**config.mk**
```make
export PLATFORM = sky130hd
export DESIGN_NAME = logic_op_explorer
export DESIGN_NICKNAME = d
export VERILOG_FILES = /design/src/rtl/logic_op_explorer.sv
export SDC_FILE = /design/constraint.sdc
export NUM_CORES = 1
export LEC_CHECK = 0
export ABC_AREA = 0
export CAP_MARGIN = 20
export CORE_UTILIZATION = 52
export CTS_BUF_LIST = sky130_fd_sc_hd__clkbuf_8
export DETAILED_ROUTE_END_ITERATION = 6
export GPL_TIMING_DRIVEN = 0
export PLACE_DENSITY = 0.8
export SYNTH_ARGS = -nofsm -noshare
export SYNTH_HDL_FRONTEND = slang
export SYNTH_SLANG_ARGS = --single-unit
export TNS_END_PERCENT = 20
```
**constraint.sdc**
```tcl
create_clock -name clk -period 5.09 [get_ports clk]
set_input_delay 1.018 -clock clk [delete_from_list [all_inputs] [get_ports clk]]
set_output_delay 1.018 -clock clk [all_outputs]
set_load 0.02 [all_outputs]
```
**src/rtl/logic_op_explorer.sv**
```systemverilog
// Logic-operation lab block: debounced keys pick one of eight bitwise ops on switch
// or sweep-counter operands; the registered result drives the LEDs with an identity self-check.
module logic_op_explorer #(
    parameter int clk_mhz      = 50,
    parameter int w_key        = 4,
    parameter int w_sw         = 8,
    parameter int w_led        = 8,
    parameter int debounce_cyc = clk_mhz * 10000,
    parameter int sweep_cyc    = clk_mhz * 500000
) (
    input  logic             clk,
    input  logic             rst,
    input  logic [w_key-1:0] key,
    input  logic [w_sw-1:0]  sw,
    output logic [w_led-1:0] led,
    output logic [2:0]       op_sel,
    output logic             sweep_active,
    output logic             check_ok
);

    localparam int w_op  = w_sw / 2;
    localparam int w_dbc = $clog2(debounce_cyc + 1);
    localparam int w_pre = $clog2(sweep_cyc + 1);

    localparam logic [w_dbc-1:0] dbc_last = w_dbc'(debounce_cyc - 1);
    localparam logic [w_pre-1:0] pre_last = w_pre'(sweep_cyc - 1);

    logic [w_key-1:0]  key_s1;
    logic [w_key-1:0]  key_s2;
    logic [w_key-1:0]  key_deb;
    logic [2:0]        key_deb_q;
    logic [w_dbc-1:0]  dbc_cnt [w_key];
    logic [2:0]        press;
    logic              freeze;

    logic [2*w_op-1:0] sweep_cnt;
    logic [w_pre-1:0]  pre_cnt;

    logic [2*w_op-1:0] opd_p0;
    logic [w_op-1:0]   a_p0;
    logic [w_op-1:0]   b_p0;

    function automatic logic [w_op-1:0] op_apply(input logic [2:0] op,
                                                 input logic [w_op-1:0] a,
                                                 input logic [w_op-1:0] b);
        case (op)
            3'd0:    return a & b;
            3'd1:    return a | b;
            3'd2:    return a ^ b;
            3'd3:    return ~(a & b);
            3'd4:    return ~(a | b);
            3'd5:    return ~(a ^ b);
            3'd6:    return a & ~b;
            default: return ~a;
        endcase
    endfunction

    // Zero-extends or truncates the op result to the LED width.
    function automatic logic [w_led-1:0] fit_led(input logic [w_op-1:0] r);
        logic [w_led+w_op-1:0] ext;
        ext = {{w_led{1'b0}}, r};
        return ext[w_led-1:0];
    endfunction

    // Key synchroniser and per-key debounce: a run of debounce_cyc samples differing
    // from the debounced state commits the new level; any agreeing sample restarts it.
    always_ff @(posedge clk or posedge rst) begin
        if (rst) begin
            key_s1    <= '0;
            key_s2    <= '0;
            key_deb   <= '0;
            key_deb_q <= '0;
            for (int i = 0; i < w_key; i++) dbc_cnt[i] <= '0;
        end else begin
            key_s1    <= key;
            key_s2    <= key_s1;
            key_deb_q <= key_deb[2:0];
            for (int i = 0; i < w_key; i++) begin
                if (key_s2[i] == key_deb[i]) begin
                    dbc_cnt[i] <= '0;
                end else if (dbc_cnt[i] == dbc_last) begin
                    dbc_cnt[i] <= '0;
                    key_deb[i] <= key_s2[i];
                end else begin
                    dbc_cnt[i] <= dbc_cnt[i] + 1'b1;
                end
            end
        end
    end

    assign press = key_deb[2:0] & ~key_deb_q;

    generate
        if (w_key >= 4) begin : g_freeze
            assign freeze = key_deb[3];
        end else begin : g_no_freeze
            assign freeze = 1'b0;
        end
    endgenerate

    always_ff @(posedge clk or posedge rst) begin
        if (rst) begin
            op_sel       <= 3'd0;
            sweep_active <= 1'b0;
            sweep_cnt    <= '0;
            pre_cnt      <= '0;
        end else begin
            if (press[0] && !press[1])
                op_sel <= op_sel + 3'd1;
            else if (press[1] && !press[0])
                op_sel <= op_sel - 3'd1;

            if (press[2]) begin
                sweep_active <= ~sweep_active;
                sweep_cnt    <= '0;
                pre_cnt      <= '0;
            end else if (sweep_active) begin
                if (pre_cnt == pre_last) begin
                    pre_cnt   <= '0;
                    sweep_cnt <= sweep_cnt + 1'b1;
                end else begin
                    pre_cnt <= pre_cnt + 1'b1;
                end
            end
        end
    end

    // Stage p0: operand capture, held while key[3] freezes it.
    always_ff @(posedge clk) begin
        if (!freeze)
            opd_p0 <= sweep_active ? sweep_cnt : sw[2*w_op-1:0];
    end

    assign a_p0 = opd_p0[w_op-1:0];
    assign b_p0 = opd_p0[2*w_op-1:w_op];

    // Stage p1: registered result and sticky identity check.
    always_ff @(posedge clk or posedge rst) begin
        if (rst) begin
            led      <= '0;
            check_ok <= 1'b1;
        end else begin
            led <= fit_led(op_apply(op_sel, a_p0, b_p0));
            if ((~(a_p0 & b_p0) != (~a_p0 | ~b_p0)) ||
                (~(a_p0 | b_p0) != (~a_p0 & ~b_p0)) ||
                (((a_p0 | b_p0) & ~(a_p0 & b_p0)) != (a_p0 ^ b_p0)))
                check_ok <= 1'b0;
        end
    end

endmodule

```
==> impl_metrics.ini <==
[status]
status = completed

[power_and_ir_drop]
vdd_drop_max_mv = 0.114
cellLeakagePower_nw = 3.36
internal_power_mw = 1.69
p_comb_frac = 0.042
total_power_mw = 2.17
power.share.clock = 0.429
swShare = 0.223
seqPwrFrac = 0.529
switchingPower_mw = 0.484
power_density_nw_per_um2 = 266

[worst_setup_path]
cp-start-kind = register
crit_type = register to output pin
slowest_stage = clkdlybuf4s50_1
critPathMaxFanout = 6
cp.depth = 1
r2r_cells = 7
reg2reg_slack_ns = 2.77
crit_path_cell_trace = clkdlybuf4s50_1
cp_num_buf_inv = 1
critPathArrivalTime_ns = 1.57
r2r-start = op_sel[2]
critPathCaptureType = output pin
slowest_delay_ns = 0.65
critPathTopFamily = buffers and inverters
rr_endpoint = led[0]
cp.required_ns = 4.07

[cts]
cts_made_buffers = 17
clkSlewWorstSetupHoldPaths_ns = 0.07
cts_tree = yes
cts_max_path_buffers = 2
post-cts-setup-buffer-count = 0
htreeDepth = 4
post_cts_resized = 0
root_buffer = clkbuf_8
holdBufCountCts = 0
clock_sinks = 140
clk_latency_ns = 0.45

[global_route]
grt_start_max_net_pins = 90
grt_pass1_vias = 5653
grt_antenna_before_repair = 0
grtUsageTotal = 0.219
grt-ovfl-total = 0
grt_pass1_wl_um = 25400

[timing]
setup-violations-final = 0
period_share = 0.509
relSlewSlack = 0.493
worst_pin_slew_ns = 0.760
worst_slack_ns = 2.50
hold_violations = 0
slew_viol_final = 0
fin_skew_ns = 0.00934
setup_tns_ns = 0
max_freq_mhz = 386
min_period_ns = 2.59
rsz0062_at_grt = false

[place]
placedCellCount = 936
gp_congestion = 0.903
dp_hpwl_um = 9990
port_buffers = 21
dp_slack_ns = 2.53

[layout]
final_cells = 968
nNetsFinal = 819
multiInputGateArea_um2 = 3470
fillers = 1122
final_cell_mix = dfrtp_1, nor2_1, a21oi_1
fin_util = 0.607
antenna_cells = 0
drive_above_1_share = 0.0833
syn_to_final_growth_pct = 12.0
seqCellArea_um2 = 3540
final_common_cell = dfrtp_1

[synth]
synth_top_cell_area_share = 0.453
netlist.top_cell.by_area = dfrtp_1
ys_types = 53
yosys-top-cells-area = dfrtp_1, xnor2_1, ha_1
synth-seq-area-share = 0.486
yosys_warnings = 0
synth_edf_count = 8
syn_inst = 735
async_flop_share = 0.943
synth_seq_cells = 140
synth_flop_cell = dfrtp_1
syn_avg_cell_area_um2 = 9.91
mappedNetlistArea_um2 = 7280

[hold_path]
hold_depth = 0
hold_start = key_s1[2]
whs_endpoint = key_s2[2]
hold_class = register to register

[die]
die_area_um2 = 14500
core_area_um2 = 13500
placementRows = 42
io_pins = 27
die_width_um = 120
die_h_um = 120
initial_core_util = 0.541

[route]
firstDrtPassIters = 5
routedWlPerCell_um = 15.2
totalWireLength_um = 14700
drt_drc_violations_left = 0
viasPerCell = 5.83
via_count = 5646
drt_iter0_markers = 496
final_antenna_net_count = 0

[job]
max-cap-violations = 0
==> power by group through the flow <==
stage | logic [mW] | registers [mW] | clock network (mW)
after CTS | 0.0932 | 1.15 | 0.938
after global placement | 0.0850 | 1.17 | 0
after floorplan | 0.0577 | 1.17 | 0
after global routing | 0.104 | 1.15 | 0.994
final | 0.0912 | 1.15 | 0.931
after detailed placement | 0.0928 | 1.17 | 0
==> synthesized netlist by cell type, types with 18 or more instances <==
cell type,n
or4_1,18
inv_1,29
nand3_1,35
o21ai_0,29
clkbuf_1,18
a21oi_1,49
xnor2_1,38
dfrtp_1,132
nor2_1,76
ha_1,25
xor2_1,26
nand2_1,45
nand4_1,28
or3_1,26
nor4_1,25
==> through the flow <==
step,area (um^2),hold slack [ns]
5_1_grt,8160,0.366
3_5_place_dp,7760,0.342
2_1_floorplan,7300,0.331
6_report,8160,0.352
3_3_place_gp,7730,0.337
4_1_cts,8160,0.358
==> state kept, by name, summed over array words and instances (netlist names) <==
name,flops
opd_p0,8
dbc_cnt,76
key_deb_q,3
sweep_active,1
op_sel,3
key_s2,4
pre_cnt,25
key_s1,4
key_deb,4
sweep_cnt,8
led,4
==> logic make-up after synthesis <==
kind of cell,share of synthesized area
fa+ha+maj,0.0429
buf+inv,0.0393
other cells,0.00103
simple gates,0.232
xor+xnor,0.0769
mux,0.0259
flops,0.486
compound gates,0.0950
==> final cells by class <==
cell class | count | area share
Buffer | 31 | 0.0218
Inverter | 29 | 0.0140
Multi-Input combinational cell | 538 | 0.425
Timing Repair Buffer | 23 | 0.0297
Clock inverter | 14 | 0.0201
Sequential cell | 140 | 0.434
Clock buffer | 17 | 0.0287
Tap cell | 176 | 0.0270
==> worst max-delay path by stage <==
stage | from | endpoint | slack [ns]
2_1_floorplan | rst | dbc_cnt[0] | 0.55
3_3_place_gp | rst | dbc_cnt[22] | -1.12
3_5_place_dp | op_sel[2] | led[0] | 2.53
4_1_cts | sweep_active | sweep_active | 2.46
5_1_grt | sweep_active | sweep_active | 2.44
6_report | sweep_active | sweep_active | 2.50
==> metal layers <==
metal,wire length [um],global-route usage,share of wire,vias to the layer above
met3,610,0.0467,0.042,22
met4,218,0.0965,0.015,0
met5,0,0,0,-
met2,7130,0.353,0.49,133
met1,6730,0.285,0.46,2758
li1,-,-,-,2733
(Power assumes the default switching activity.)
